### config.mk
export PLATFORM = sky130hd
export DESIGN_NAME = grant_onehot_decoder
export DESIGN_NICKNAME = d
export VERILOG_FILES = /design/src/rtl/grant_onehot_decoder.sv
export SDC_FILE = /design/constraint.sdc
export NUM_CORES = 1
export LEC_CHECK = 0
export ABC_CLOCK_PERIOD_IN_PS = 2700
export CAP_MARGIN = 20
export CELL_PAD_IN_SITES_DETAIL_PLACEMENT = 1
export CELL_PAD_IN_SITES_GLOBAL_PLACEMENT = 2
export CORE_MARGIN = 2
export CORE_UTILIZATION = 28
export DETAILED_ROUTE_END_ITERATION = 10
export PLACE_DENSITY = 0.88
export REMOVE_ABC_BUFFERS = 1
export SETUP_SLACK_MARGIN = 0.02
export SYNTH_ARGS = -nofsm -noshare
export SYNTH_HDL_FRONTEND = slang
export SYNTH_SLANG_ARGS = --single-unit
### constraint.sdc
create_clock -name clk -period 2.7 [get_ports clk]
set_clock_uncertainty 0.05 [all_clocks]
set_input_delay 0.405 -clock clk [delete_from_list [all_inputs] [get_ports clk]]
set_output_delay 0.405 -clock clk [all_outputs]
set_load 0.01 [all_outputs]
### src/rtl/grant_onehot_decoder.sv
// grant_onehot_decoder
//   Accepts an encoded grant (01/10/11 -> requester 0/1/2) when idle and
//   drives the matching one-hot grant until the requester releases it with
//   its req_done bit, or until the grant has been held for TIMEOUT cycles.
//   Illegal codes, stray release strobes and timeouts raise sticky error
//   flags that are cleared by err_clr.
//
// Ports
//   clk           rising-edge clock
//   rst_n         asynchronous active-low reset
//   grant_valid   encoded grant offered this cycle
//   grant_code    encoded grant (00 is illegal)
//   grant_ready   high while idle, i.e. a grant can be accepted
//   req_done      per-requester release strobe
//   grant_onehot  registered one-hot grant
//   busy          a grant is currently held
//   hold_cnt      cycles elapsed in the current grant
//   err_clr       synchronous clear of the sticky error flags
//   err_illegal   sticky: code 00 was accepted
//   err_spurious  sticky: req_done seen on a bit that is not granted
//   err_timeout   sticky: a grant was forcibly released by timeout
module grant_onehot_decoder #(
  parameter int unsigned TIMEOUT = 16
) (
  input  logic       clk,
  input  logic       rst_n,
  input  logic       grant_valid,
  input  logic [1:0] grant_code,
  output logic       grant_ready,
  input  logic [2:0] req_done,
  output logic [2:0] grant_onehot,
  output logic       busy,
  output logic [7:0] hold_cnt,
  input  logic       err_clr,
  output logic       err_illegal,
  output logic       err_spurious,
  output logic       err_timeout
);

  typedef enum logic {
    IDLE = 1'b0,
    HOLD = 1'b1
  } state_e;

  localparam logic [7:0] TimeoutLast = 8'(TIMEOUT - 1);

  state_e     state_q, state_d;
  logic [2:0] onehot_q, onehot_d;
  logic [7:0] cnt_q, cnt_d;
  logic       illegal_q, illegal_d;
  logic       spurious_q, spurious_d;
  logic       timeout_q, timeout_d;

  logic       illegalSet;
  logic       spuriousSet;
  logic       timeoutSet;
  logic       doneMatch;
  logic [2:0] decoded;

  always_comb begin
    decoded = 3'b000;
    case (grant_code)
      2'b01:   decoded = 3'b001;
      2'b10:   decoded = 3'b010;
      2'b11:   decoded = 3'b100;
      default: decoded = 3'b000;
    endcase
  end

  assign doneMatch = |(req_done & onehot_q);

  always_comb begin
    state_d     = state_q;
    onehot_d    = onehot_q;
    cnt_d       = cnt_q;
    illegalSet  = 1'b0;
    spuriousSet = 1'b0;
    timeoutSet  = 1'b0;
    case (state_q)
      IDLE: begin
        spuriousSet = |req_done;
        if (grant_valid) begin
          if (grant_code == 2'b00) begin
            illegalSet = 1'b1;
          end else begin
            state_d  = HOLD;
            onehot_d = decoded;
            cnt_d    = 8'd0;
          end
        end
      end
      HOLD: begin
        // A stray bit flags an error, but a matching bit in the same
        // cycle still releases the grant.
        spuriousSet = |(req_done & ~onehot_q);
        if (doneMatch) begin
          state_d  = IDLE;
          onehot_d = 3'b000;
          cnt_d    = 8'd0;
        end else if (cnt_q == TimeoutLast) begin
          state_d    = IDLE;
          onehot_d   = 3'b000;
          cnt_d      = 8'd0;
          timeoutSet = 1'b1;
        end else begin
          cnt_d = cnt_q + 8'd1;
        end
      end
      default: begin
        state_d  = IDLE;
        onehot_d = 3'b000;
        cnt_d    = 8'd0;
      end
    endcase
  end

  // A set condition in the same cycle beats err_clr.
  assign illegal_d  = illegalSet  | (illegal_q  & ~err_clr);
  assign spurious_d = spuriousSet | (spurious_q & ~err_clr);
  assign timeout_d  = timeoutSet  | (timeout_q  & ~err_clr);

  always_ff @(posedge clk or negedge rst_n) begin
    if (!rst_n) begin
      state_q    <= IDLE;
      onehot_q   <= 3'b000;
      cnt_q      <= 8'd0;
      illegal_q  <= 1'b0;
      spurious_q <= 1'b0;
      timeout_q  <= 1'b0;
    end else begin
      state_q    <= state_d;
      onehot_q   <= onehot_d;
      cnt_q      <= cnt_d;
      illegal_q  <= illegal_d;
      spurious_q <= spurious_d;
      timeout_q  <= timeout_d;
    end
  end

  assign busy         = (state_q == HOLD);
  assign grant_ready  = (state_q == IDLE);
  assign grant_onehot = onehot_q;
  assign hold_cnt     = cnt_q;
  assign err_illegal  = illegal_q;
  assign err_spurious = spurious_q;
  assign err_timeout  = timeout_q;

endmodule

-- Yosys cells after proc, flatten, opt, wreduce, memory -nomap -nowiden
Cells that the tools add are included.
- flip-flop bits (word level): 15
- latch bits: 0
- memory bits (writable): 0
- ROM bits: 0
- input port bits: 9
- output and inout port bits: 16
- word-level logic and storage cells: 54
- memories kept: 0
- add/sub/neg operators: 1
- multipliers: 0
- div/mod/pow operators: 0
- order comparisons: 0
- eq/ne operators: 7
- shift operators: 0
- mux-type cells: 23
- bitwise operators: 11
- reductions and logical operators: 6
- operators with widths (operator ; count):
    $mux 8 ; 4
    $pmux 8 s2 ; 1
    $mux 3 ; 4
    $mux 1 ; 10
    $pmux 3 s3 ; 1
    $reduce_or 3->1 ; 3
    $add 8x1->8 const B ; 1
    $eq 8x4->1 const B ; 1
    $and 3x3->3 ; 2
    $pmux 3 s2 ; 1
    $eq 2x2->1 const B ; 2
    $ne 2x2->1 const B ; 2
    $pmux 1 s2 ; 2
    $and 1x1->1 ; 3
    $ne 3x1->1 const B ; 1
    $not 3->3 ; 1
    $or 1x1->1 ; 3
    $reduce_and 3->1 ; 1
    $eq 2x1->1 const B ; 1
    $logic_not 2->1 ; 1
    $not 1->1 ; 2
    $reduce_and 2->1 ; 1

-- Logic depth before layout (Yosys ltp)
Gate-level depths: netlist of run 1.
- word-level depth: 5
- depth in mapped cells: 6
- mapped depth without buffers: 5

-- Least setup slack after synthesis of run 1
Ideal clock, no wire load.
- path type: reg2reg
- start point: register cnt_q[0], in the netlist hold_cnt[0]
- end point: register cnt_q[7], in the netlist hold_cnt[7]
- library setup time: 121 ps
- arrival time: 1768 ps
- data required time: 2529 ps
- slack: 761 ps
- cell stages (with the launch flop): 7
- cells stage by stage: dfrtp_1 ha_1 nand4b_1 or4_1 buf_2 a31o_1 a22o_1
- word-level cells in the longest chain between the ends: 4
- ends and longest elaborated chain (what ; RTL line ; text):
    from (decl) ; 49 ; logic [7:0] cnt_q, cnt_d;
    from (signal assigned) ; 133 ; cnt_q <= cnt_d;
    $add 8x1->8 / $eq 8x4->1 (equally long branches) ; 106, 100 ;
    $mux 8 * ; 100 ; end else if (cnt_q == TimeoutLast) begin
    $mux 8 * ; 96 ; if (doneMatch) begin
    $pmux 8 s2 * ; 79 ; case (state_q)
Mark *: on every way between the ends. The rest lies on a longest branch, timed or not.
A chain may end at the register's enable or synchronous reset.

-- Worst setup path after layout of run 1
Ends and elaborated chain as after synthesis.

==> results_dict.tcl, run 1 <==
set metrics [dict create \
    clock_path_buffers 2 \
    whs_ns 0.4827 \
    crit_path_end_kind "flip-flop" \
    numClockSinks 15 \
    fin_crit_sh_pct 79.34 \
    cts_root_buf "clkbuf_4" \
    p_per_area_mw_per_mm2 797.7 \
    synth_top_family_by_area "compound AO/OA/AOI/OAI gates" \
    max-vdd-ir-drop_v 0.0003786 \
    ys.flop_type "dfrtp_1" \
    pwr-share-comb_pct 44.6 \
    avgSynthCellArea_sq_um 9.078 \
    cts-htree-levels 1 \
    path_class "flip-flop to flip-flop" \
    synth_cell_types 28 \
    grt_max_degree 16 \
    syn_to_final_growth_pct 38.14 \
    drive_gt1_share_pct 4.464 \
    ff2ff_path_depth 5 \
    io_pins 25 \
    fp.dieH_microns 56.81 \
    slew_viol_final 0 \
    wl_per_cell_microns 15.82 \
    synth-seq-area-share_pct 48.08 \
    die_width_microns 56.81 \
    worstSetupEndpoint "hold_cnt[7]$_DFFE_PN0P_" \
    synth-seq-cells 15 \
    power.switching_uw 339.4 \
    grt_pass1_vias 816 \
    reg2reg_from "hold_cnt[0]$_DFFE_PN0P_" \
    worstMarginPinSlew_ns 0.7060 \
    required_ns 2.84 \
    cts_tree "yes" \
    critical_path.startpoint "hold_cnt[0]$_DFFE_PN0P_" \
    path_max_fanout 7 \
    rows 19 \
    seqCellArea_sq_um 375.4 \
    routed_via_density 5.336 \
    setup_violations 0 \
    grt_overflow 0 \
    synth_most_common_cell "dfrtp_1" \
    antenna_found_initial 0 \
    yosysWarnings 0 \
    core_area_sq_mm 0.002710 \
    clk_latency_ns 0.29 \
    pre_cts_ws_ns 0.4348 \
    grt_util_all_layers_pct 15.61 \
    clock_power_share_pct 15.6 \
    port_buffers 24 \
    vias 763 \
    rrSetupSlack_ns 0.56 \
    hold_class "input port to asynchronous set/reset pin" \
    worstReg2RegEnd "hold_cnt[7]$_DFFE_PN0P_" \
    rsz0062_at_grt "false" \
    synthAdderAreaFrac_pct 1.603 \
    clkTransAtPathRegs_ns 0.09 \
    cp-start-kind "flip-flop" \
    fp.dieArea_sq_mm 0.003227 \
    synth_compound_area_share_pct 23.88 \
    timing.fmax_ghz 0.4668 \
    first_pass_iters 2 \
    drc 0 \
    cts_made_buffers 3 \
    synth_area_sq_um 780.7 \
    status "finished clean" \
    start_util_pct 28.81 \
    diodes 0 \
    drv_cap 0 \
    setup_ws_ns 0.5577 \
    hold_violations 0 \
    yosysTopAreaCell "dfrtp_1" \
    post-cts-setup-buffers 0 \
    final_nets 123 \
    fillers 342 \
    synthCells 86 \
    synth_commonest_cells "dfrtp_1 (15), nand2_1 (11), inv_1 (10)" \
    gp_congestion 0.8621 \
    routed_wl_mm 2.262 \
    synth.area.mux_share_pct 1.282 \
    yosys.area_share.simple_pct 18.43 \
    critical_path_arrival_ns 2.28 \
    synth_edf_count 0 \
    drtAntennaViolNets 0 \
    synth_top_area_share_pct 48.08 \
    power_switching_share_pct 39.45 \
    pwr-share-seq_pct 39.8 \
    maxSlewHeadroom_pct 52.78 \
    ys_top_cells_by_area "dfrtp_1 (48%), nand2_1 (5.3%), inv_1 (4.8%), a21oi_1 (3.8%), a22o_1 (3.4%)" \
    drt_iter0_markers 17 \
    dp_hpwl_mm 1.693 \
    power.internal_uw 521.0 \
    p_leak_nw 0.4342 \
    cts_hold_buffers 0 \
    synth_xor_area_share_pct 0 \
    multi_input_area_sq_um 352.8 \
    fin_tns_setup_ns 0 \
    fin_crit_ns 2.142 \
    synthArstFlopShare_pct 100.0 \
    grt_pass1_wl_mm 3.877 \
    cts.repair.resized 0 \
]
-- placed cells by master, fill, tap and decap left out, drive strengths merged, types with 2 or more instances in the layout --
cell type / instances
dfrtp: 15
nand3: 4
nor2: 6
clkbuf: 4
o21ai: 2
o32ai: 2
a31oi: 3
nand2: 11
a22o: 3
inv: 10
o2bb2ai: 3
clkdlybuf4s50: 24
a21oi: 6
o22ai: 3
-- cell type report --
cell class / count / area share [%]
Tap cell: 31 / 3.596
Clock buffer: 4 / 2.436
Timing Repair Buffer: 25 / 22.97
Inverter: 10 / 3.480
Sequential cell: 15 / 34.80
Multi-Input combinational cell: 58 / 32.71
-- state kept, by name, indices dropped and copies added, names as in the netlist --
signal        flops
busy              1
err_illegal       1
err_spurious      1
err_timeout       1
grant_onehot      3
hold_cnt          8
-- worst max-delay path, stage by stage (launching register included) --
cell and delay (ns):
dfrtp_1 0.47, ha_1 0.30, nand4b_1 0.15, or4_1 0.58
a31o_1 0.27, a22o_1 0.22
-- kinds of logic after synthesis --
family	count (synthesis)
AO/OA/AOI/OAI	27
flip-flops	15
multiplexers	1
AND/OR/NAND/NOR	29
buffers and inverters	13
adder cells (fa/ha/maj)	1
-- per-stage QoR --
step	cell area [sq um]	util, %	cells	power, mW
after floorplan	765.7	-	83	0.5318
after global placement	1052	38.83	139	0.7251
after detailed placement	1052	38.83	139	0.7366
after CTS	1079	39.80	143	0.8752
after global routing	1079	39.80	143	0.9280
final	1079	39.80	143	0.8604
-- power by group through the flow --
stage | Combinational (mW) | Sequential, mW | Clock, mW
after floorplan | 0.181 | 0.351 | 0
after global placement | 0.378 | 0.347 | 0
after detailed placement | 0.389 | 0.348 | 0
after CTS | 0.392 | 0.344 | 0.139
after global routing | 0.424 | 0.357 | 0.147
final | 0.384 | 0.343 | 0.134
-- worst min-delay path by stage --
stage	end	depth (start not counted)
after global placement	err_timeout$_DFF_PN0_	2
after detailed placement	err_timeout$_DFF_PN0_	2
after CTS	err_timeout$_DFF_PN0_	2
after floorplan	busy$_DFF_PN0_	0
final	hold_cnt[5]$_DFFE_PN0P_	1
after global routing	err_timeout$_DFF_PN0_	2
-- metal layers --
metal	GRT usage (%)	part of all wire (%)	wire, microns
met5	0	0	0
met4	5.980	1.3	29
met3	3.226	5.1	115
met1	20.14	47	1056
met2	25.58	47	1060
Note: power is estimated with default switching activity, not from simulation.
==> inputs of run 2 (changes only) <==
- ABC_CLOCK_PERIOD_IN_PS: 2700 -> 2000
- CORE_UTILIZATION: 28 -> 26
- PLACE_DENSITY: 0.88 -> 0.83
- clock period: 2.7 -> 2 ns (I/O delays scaled with it)
==> run 2 against run 1 <==
Effect of this change:
- the run now ends with DRC left
- utilization increased by 1.6 points
- clock power up 32%
- first-iteration DRC count grew 29%
- cell count increased by 7.7%
- register-to-register slack got worse by 0.38 ns
- die area increased by 7.1%
- sequential cell count unchanged
- combinational power increased by 68%
- largest power group unchanged
- non-clock buffer count grew 11
- wire length is 5.6% higher
- cell area rose by 7.7%
- highest routed layer unchanged
- critical path depth did not move
==> results_dict.tcl, run 2 (same netlist as run 1, synthesis figures left out) <==
set metrics [dict create \
    critical_path.startpoint "hold_cnt[0]$_DFFE_PN0P_" \
    route.met3.wl_microns 121 \
    start_util_pct 27.83 \
    routedLengthMet1_mm 1.141 \
    largest_register_ffs 8 \
    hold_violations 0 \
    multi_input_area_sq_um 352.8 \
    timing.fmax_ghz 0.5476 \
    first_pass_iters 7 \
    clkTransAtPathRegs_ns 0.09 \
    seqCellArea_sq_um 375.4 \
    layout_common_cells "clkdlybuf4s50_1 (24), dfrtp_1 (15), buf_4 (12)" \
    numClockSinks 15 \
    fin_crit_ns 1.826 \
    grt_pass1_wl_mm 4.029 \
    io_pins 25 \
    critical_path_arrival_ns 1.95 \
    fin_crit_sh_pct 91.31 \
    cts_hold_buffers 0 \
    p_leak_nw 0.4890 \
    crit_path_end_kind "flip-flop" \
    wl_per_cell_microns 15.51 \
    fillers 347 \
    vias 809 \
    drc 4 \
    fin_util_pct 41.39 \
    status "finished with violations" \
    cpPeakStageDelay_ns 0.53 \
    max-vdd-ir-drop_v 0.0004850 \
    antenna_found_initial 0 \
    maxSlewHeadroom_pct 84.39 \
    syn_to_final_growth_pct 48.72 \
    wl_met2_mm 1.118 \
    hold_class "input port to asynchronous set/reset pin" \
    drtAntennaViolNets 0 \
    path_class "flip-flop to flip-flop" \
    drive_gt1_share_pct 13.01 \
    final_common_cell "clkdlybuf4s50_1" \
    die_width_microns 58.80 \
    path_max_fanout 6 \
    p_per_area_mw_per_mm2 1063 \
    drv_cap 0 \
    core_area_sq_mm 0.002805 \
    rrSetupSlack_ns 0.17 \
    fin_cells 154 \
    cts.repair.resized 0 \
    placedCellCount 150 \
    ff2ff_path_depth 5 \
    cp-start-kind "flip-flop" \
    gp_congestion 0.9016 \
    worstMarginPinSlew_ns 0.2327 \
    grt_overflow 0 \
    final_nets 134 \
    worstReg2RegEnd "hold_cnt[7]$_DFFE_PN0P_" \
    fp.dieH_microns 58.80 \
    top_layer "met4" \
    rows 19 \
    post-cts-setup-buffers 0 \
    fp.dieArea_sq_mm 0.003457 \
    required_ns 2.13 \
    grt_max_degree 16 \
    worstSetupEndpoint "hold_cnt[7]$_DFFE_PN0P_" \
    placed_area_sq_mm 0.001135 \
    clk_latency_ns 0.28 \
    fin_tns_setup_ns 0 \
    grt_pass1_vias 858 \
    slew_viol_final 0 \
    routed_wl_mm 2.389 \
    cts_root_buf "clkbuf_4" \
    setup_violations 0 \
    rsz0062_at_grt "false" \
    cts_made_buffers 3 \
    reg2reg_from "hold_cnt[0]$_DFFE_PN0P_" \
    routed_via_density 5.253 \
    diodes 0 \
    postLayoutCellArea_sq_mm 0.001161 \
    clock_path_buffers 2 \
    cts_tree "yes" \
    grt_util_all_layers_pct 15.19 \
    drt_iter0_markers 22 \
    violations "DRC" \
    cts-htree-levels 1 \
    crit_path_cell_trace "ha_1 > nand4b_1 > or4_1 > a31o_1 > a22o_1" \
    dp_hpwl_mm 1.810 \
    port_buffers 24 \
    total_power_mw 1.234 \
    worst_path_max_delay_cell "or4_1" \
]
## run 2: final cells by class
type / instances / share of cell area (%)
multi-input combinational: 58 / 30.39
sequential: 15 / 32.33
clock buffer: 4 / 2.263
tap: 31 / 3.341
inverter: 10 / 3.233
timing repair buffer: 36 / 28.45
## run 2: routing by layer
| metal | GRT usage, % | vias to the layer above |
|---|---|---|
| met1 | 20.41 | 398 |
| met4 | 4.870 | 0 |
| li1 | - | 385 |
| met5 | 0 | - |
| met2 | 24.76 | 24 |
| met3 | 2.637 | 2 |
## run 2: worst max-delay path: cells and delay by family (launching register included)
kind | cells | cell delay (ns)
flip-flops | 1 | 0.37
AND/OR/NAND/NOR | 2 | 0.64
adder cells (fa/ha/maj) | 1 | 0.18
AO/OA/AOI/OAI | 2 | 0.47
## run 2: where the power goes
group	total (mW)	internal [mW]	leakage [nW]	switching (mW)
sequential	0.412	0.363	0.197	0.0483
combinational	0.645	0.321	0.277	0.324
clock	0.177	0.0774	0.0150	0.100
## run 2: through the flow
stage	hold WS [ns]	worst slack (ns)
2_1_floorplan	-0.04559	0.005290
3_3_place_gp	0.4729	0.1229
3_5_place_dp	0.4784	0.09049
4_1_cts	0.2801	0.1631
5_1_grt	0.3010	0.06740
6_report	0.2825	0.1739
## run 2: worst min path at each step
stage | from | to | slack [ns] | cells past startpoint
after CTS | rst_n | err_illegal$_DFF_PN0_ | 0.28 | 2
after floorplan | rst_n | busy$_DFF_PN0_ | -0.05 | 0
after global routing | rst_n | err_illegal$_DFF_PN0_ | 0.30 | 2
after detailed placement | err_timeout$_DFF_PN0_ | err_timeout$_DFF_PN0_ | 0.48 | 2
after global placement | err_timeout$_DFF_PN0_ | err_timeout$_DFF_PN0_ | 0.47 | 2
final | rst_n | err_illegal$_DFF_PN0_ | 0.28 | 2
==> inputs of run 3 (changes only) <==
--- a/config.mk
+++ b/config.mk
@@ -7,3 +7,3 @@
 export LEC_CHECK = 0
-export ABC_CLOCK_PERIOD_IN_PS = 2000
+export ABC_CLOCK_PERIOD_IN_PS = 1500
 export CAP_MARGIN = 20
@@ -12,5 +12,5 @@
 export CORE_MARGIN = 2
-export CORE_UTILIZATION = 26
+export CORE_UTILIZATION = 23
 export DETAILED_ROUTE_END_ITERATION = 10
-export PLACE_DENSITY = 0.83
+export PLACE_DENSITY = 0.79
 export REMOVE_ABC_BUFFERS = 1
--- a/constraint.sdc
+++ b/constraint.sdc
@@ -1,2 +1,2 @@
-create_clock -name clk -period 2 [get_ports clk]
+create_clock -name clk -period 1.5 [get_ports clk]
 set_clock_uncertainty 0.05 [all_clocks]
==> run 3 against run 2 <==
Effect of this change:
- the flow finishes with violations (setup timing)
- clock-buffer cell count down 1
- register-to-register slack got worse by 0.46 ns
- cell area grew 20%
- utilization rose by 0.82 points
- non-clock buffer count up 21
==> results_dict.tcl, run 3 (same netlist as run 1, synthesis figures left out) <==
set metrics [dict create \
    maxSlewHeadroom_pct 85.31 \
    worstMarginPinSlew_ns 0.2184 \
    rows 21 \
    drt_iter0_markers 7 \
    max-vdd-ir-drop_v 0.0004905 \
    fp.dieArea_sq_mm 0.003876 \
    vias 894 \
    layout_common_cells "buf_4 (31), dfrtp_1 (15), inv_1 (10)" \
    fillers 414 \
    postLayoutCellArea_sq_mm 0.001398 \
    cp-start-kind "flip-flop" \
    reg2reg_from "hold_cnt[0]$_DFFE_PN0P_" \
    cts_hold_buffers 0 \
    clkTransAtPathRegs_ns 0.10 \
    timing.fmax_ghz 0.5614 \
    path_max_fanout 5 \
    cts_root_buf "clkbuf_4" \
    critical_path_arrival_ns 1.91 \
    wl_per_cell_microns 14.45 \
    setup_ws_ns -0.2814 \
    hold_violations 0 \
    die_width_microns 62.26 \
    fin_crit_ns 1.781 \
    worstReg2RegEnd "hold_cnt[7]$_DFFE_PN0P_" \
    grt_util_all_layers_pct 14.70 \
    hold_depth 3 \
    crit_path_end_kind "flip-flop" \
    slew_viol_final 0 \
    routed_via_density 4.705 \
    io_pins 25 \
    diodes 0 \
    hold_class "input port to flip-flop" \
    fin_crit_sh_pct 118.8 \
    cts_made_buffers 3 \
    first_pass_iters 4 \
    routed_wl_mm 2.746 \
    gp_congestion 0.8456 \
    core_area_sq_mm 0.003311 \
    clock_path_buffers 2 \
    setup_violations 12 \
    cts-htree-levels 1 \
    dp_hpwl_mm 2.040 \
    cts_tree "yes" \
    antenna_found_initial 0 \
    start_util_pct 23.58 \
    grt_max_degree 16 \
    largest_register_ffs 8 \
    drv_cap 0 \
    grt_pass1_vias 994 \
    fin_cells 190 \
    drtAntennaViolNets 0 \
    numClockSinks 15 \
    rsz0062_at_grt "true" \
    min_to "err_spurious$_DFF_PN0_" \
    p_per_area_mw_per_mm2 1385 \
    grt_pass1_wl_mm 4.636 \
    ff2ff_path_depth 5 \
    violations "setup timing" \
    required_ns 1.63 \
    fp.dieH_microns 62.26 \
    status "finished with violations" \
    pre_cts_ws_ns -0.4445 \
    placedCellCount 177 \
    drc 0 \
    clk_latency_ns 0.29 \
    syn_to_final_growth_pct 79.01 \
    port_buffers 24 \
    grt_overflow 0 \
    drive_gt1_share_pct 36.11 \
    placed_area_sq_mm 0.001244 \
    final_nets 155 \
    p_leak_nw 0.6599 \
    rrSetupSlack_ns -0.28 \
    final_common_cell "buf_4" \
    path_class "flip-flop to flip-flop" \
    hold_start "req_done[2]" \
]
[run 3: changes by cell type in the layout (fill, tap and decap cells not counted), moves of 2 or more]
| cell | previous run | this run |
|---|---|---|
| clkdlybuf4s50_1 | 24 | 6 |
| o2bb2ai_2 | 0 | 2 |
| dlymetal6s2s_1 | 0 | 2 |
| dlygate4sd2_1 | 0 | 6 |
| a21oi_1 | 6 | 4 |
| o2bb2ai_1 | 3 | 1 |
| clkdlybuf4s15_1 | 0 | 7 |
| buf_4 | 12 | 31 |
| buf_6 | 0 | 3 |
| nand2_1 | 11 | 9 |
| clkbuf_2 | 0 | 2 |
[run 3: worst max-delay path by stage]
stage,slack [ns],cells after the start,from,end
5_1_grt,-0.36,5,hold_cnt[0]$_DFFE_PN0P_,hold_cnt[7]$_DFFE_PN0P_
3_5_place_dp,-0.44,6,req_done[0],hold_cnt[5]$_DFFE_PN0P_
4_1_cts,-0.30,5,hold_cnt[0]$_DFFE_PN0P_,hold_cnt[7]$_DFFE_PN0P_
6_report,-0.28,5,hold_cnt[0]$_DFFE_PN0P_,hold_cnt[7]$_DFFE_PN0P_
3_3_place_gp,-0.34,6,req_done[0],hold_cnt[5]$_DFFE_PN0P_
2_1_floorplan,-0.49,4,busy$_DFF_PN0_,hold_cnt[5]$_DFFE_PN0P_
[run 3: final cells by class]
cell class                      count  area, sq um  area share (%)
Multi-Input combinational cell     58        415.4           29.72
Clock inverter                      1        5.005          0.3581
Inverter                           10        37.54           2.686
Clock buffer                        3        22.52           1.611
Tap cell                           46        57.56           4.118
Timing Repair Buffer               57        484.2           34.65
Sequential cell                    15        375.4           26.86
[run 3: worst max-delay path, cell delays in order (launching register included)]
cell and delay [ns]:
dfrtp_1 0.38, ha_2 0.19, nand4b_1 0.12, or4_4 0.47, a31o_1 0.23, a22o_1 0.23
[run 3: repair_timing]
item	4_1_cts	5_1_grt
hold endpoints to repair	0	0
pin swaps	1	6
setup buffers	7	3
setup endpoints to repair	29	21
resized for setup	23	25
[run 3: per-stage QoR]
stage	hold WS [ns]	power [mW]	setup TNS [ns]	utilization (%)
finish	0.2612	1.936	-2.291	42.21
global route	0.2609	2.072	-3.317	42.21
detailed placement	0.4941	1.478	-4.058	37.57
floorplan	-0.04559	0.9572	-4.936	-
global placement	0.4804	1.455	-3.535	37.57
CTS	0.2725	1.813	-2.238	39.91
[run 3: layer usage]
| layer | wire, microns | track usage, % |
|---|---|---|
| met2 | 1443 | 25.82 |
| met5 | 0 | 0 |
| met4 | 19 | 4.167 |
| met1 | 1185 | 18.43 |
| met3 | 99 | 2.717 |
[run 3: where the power goes]
group / leakage (nW) / total, mW / switching [mW] / internal, mW
clock network: 0.0177 / 0.239 / 0.140 / 0.0991
registers: 0.197 / 0.537 / 0.0527 / 0.485
logic: 0.445 / 1.16 / 0.572 / 0.587
total: 0.660 / 1.94 / 0.765 / 1.17
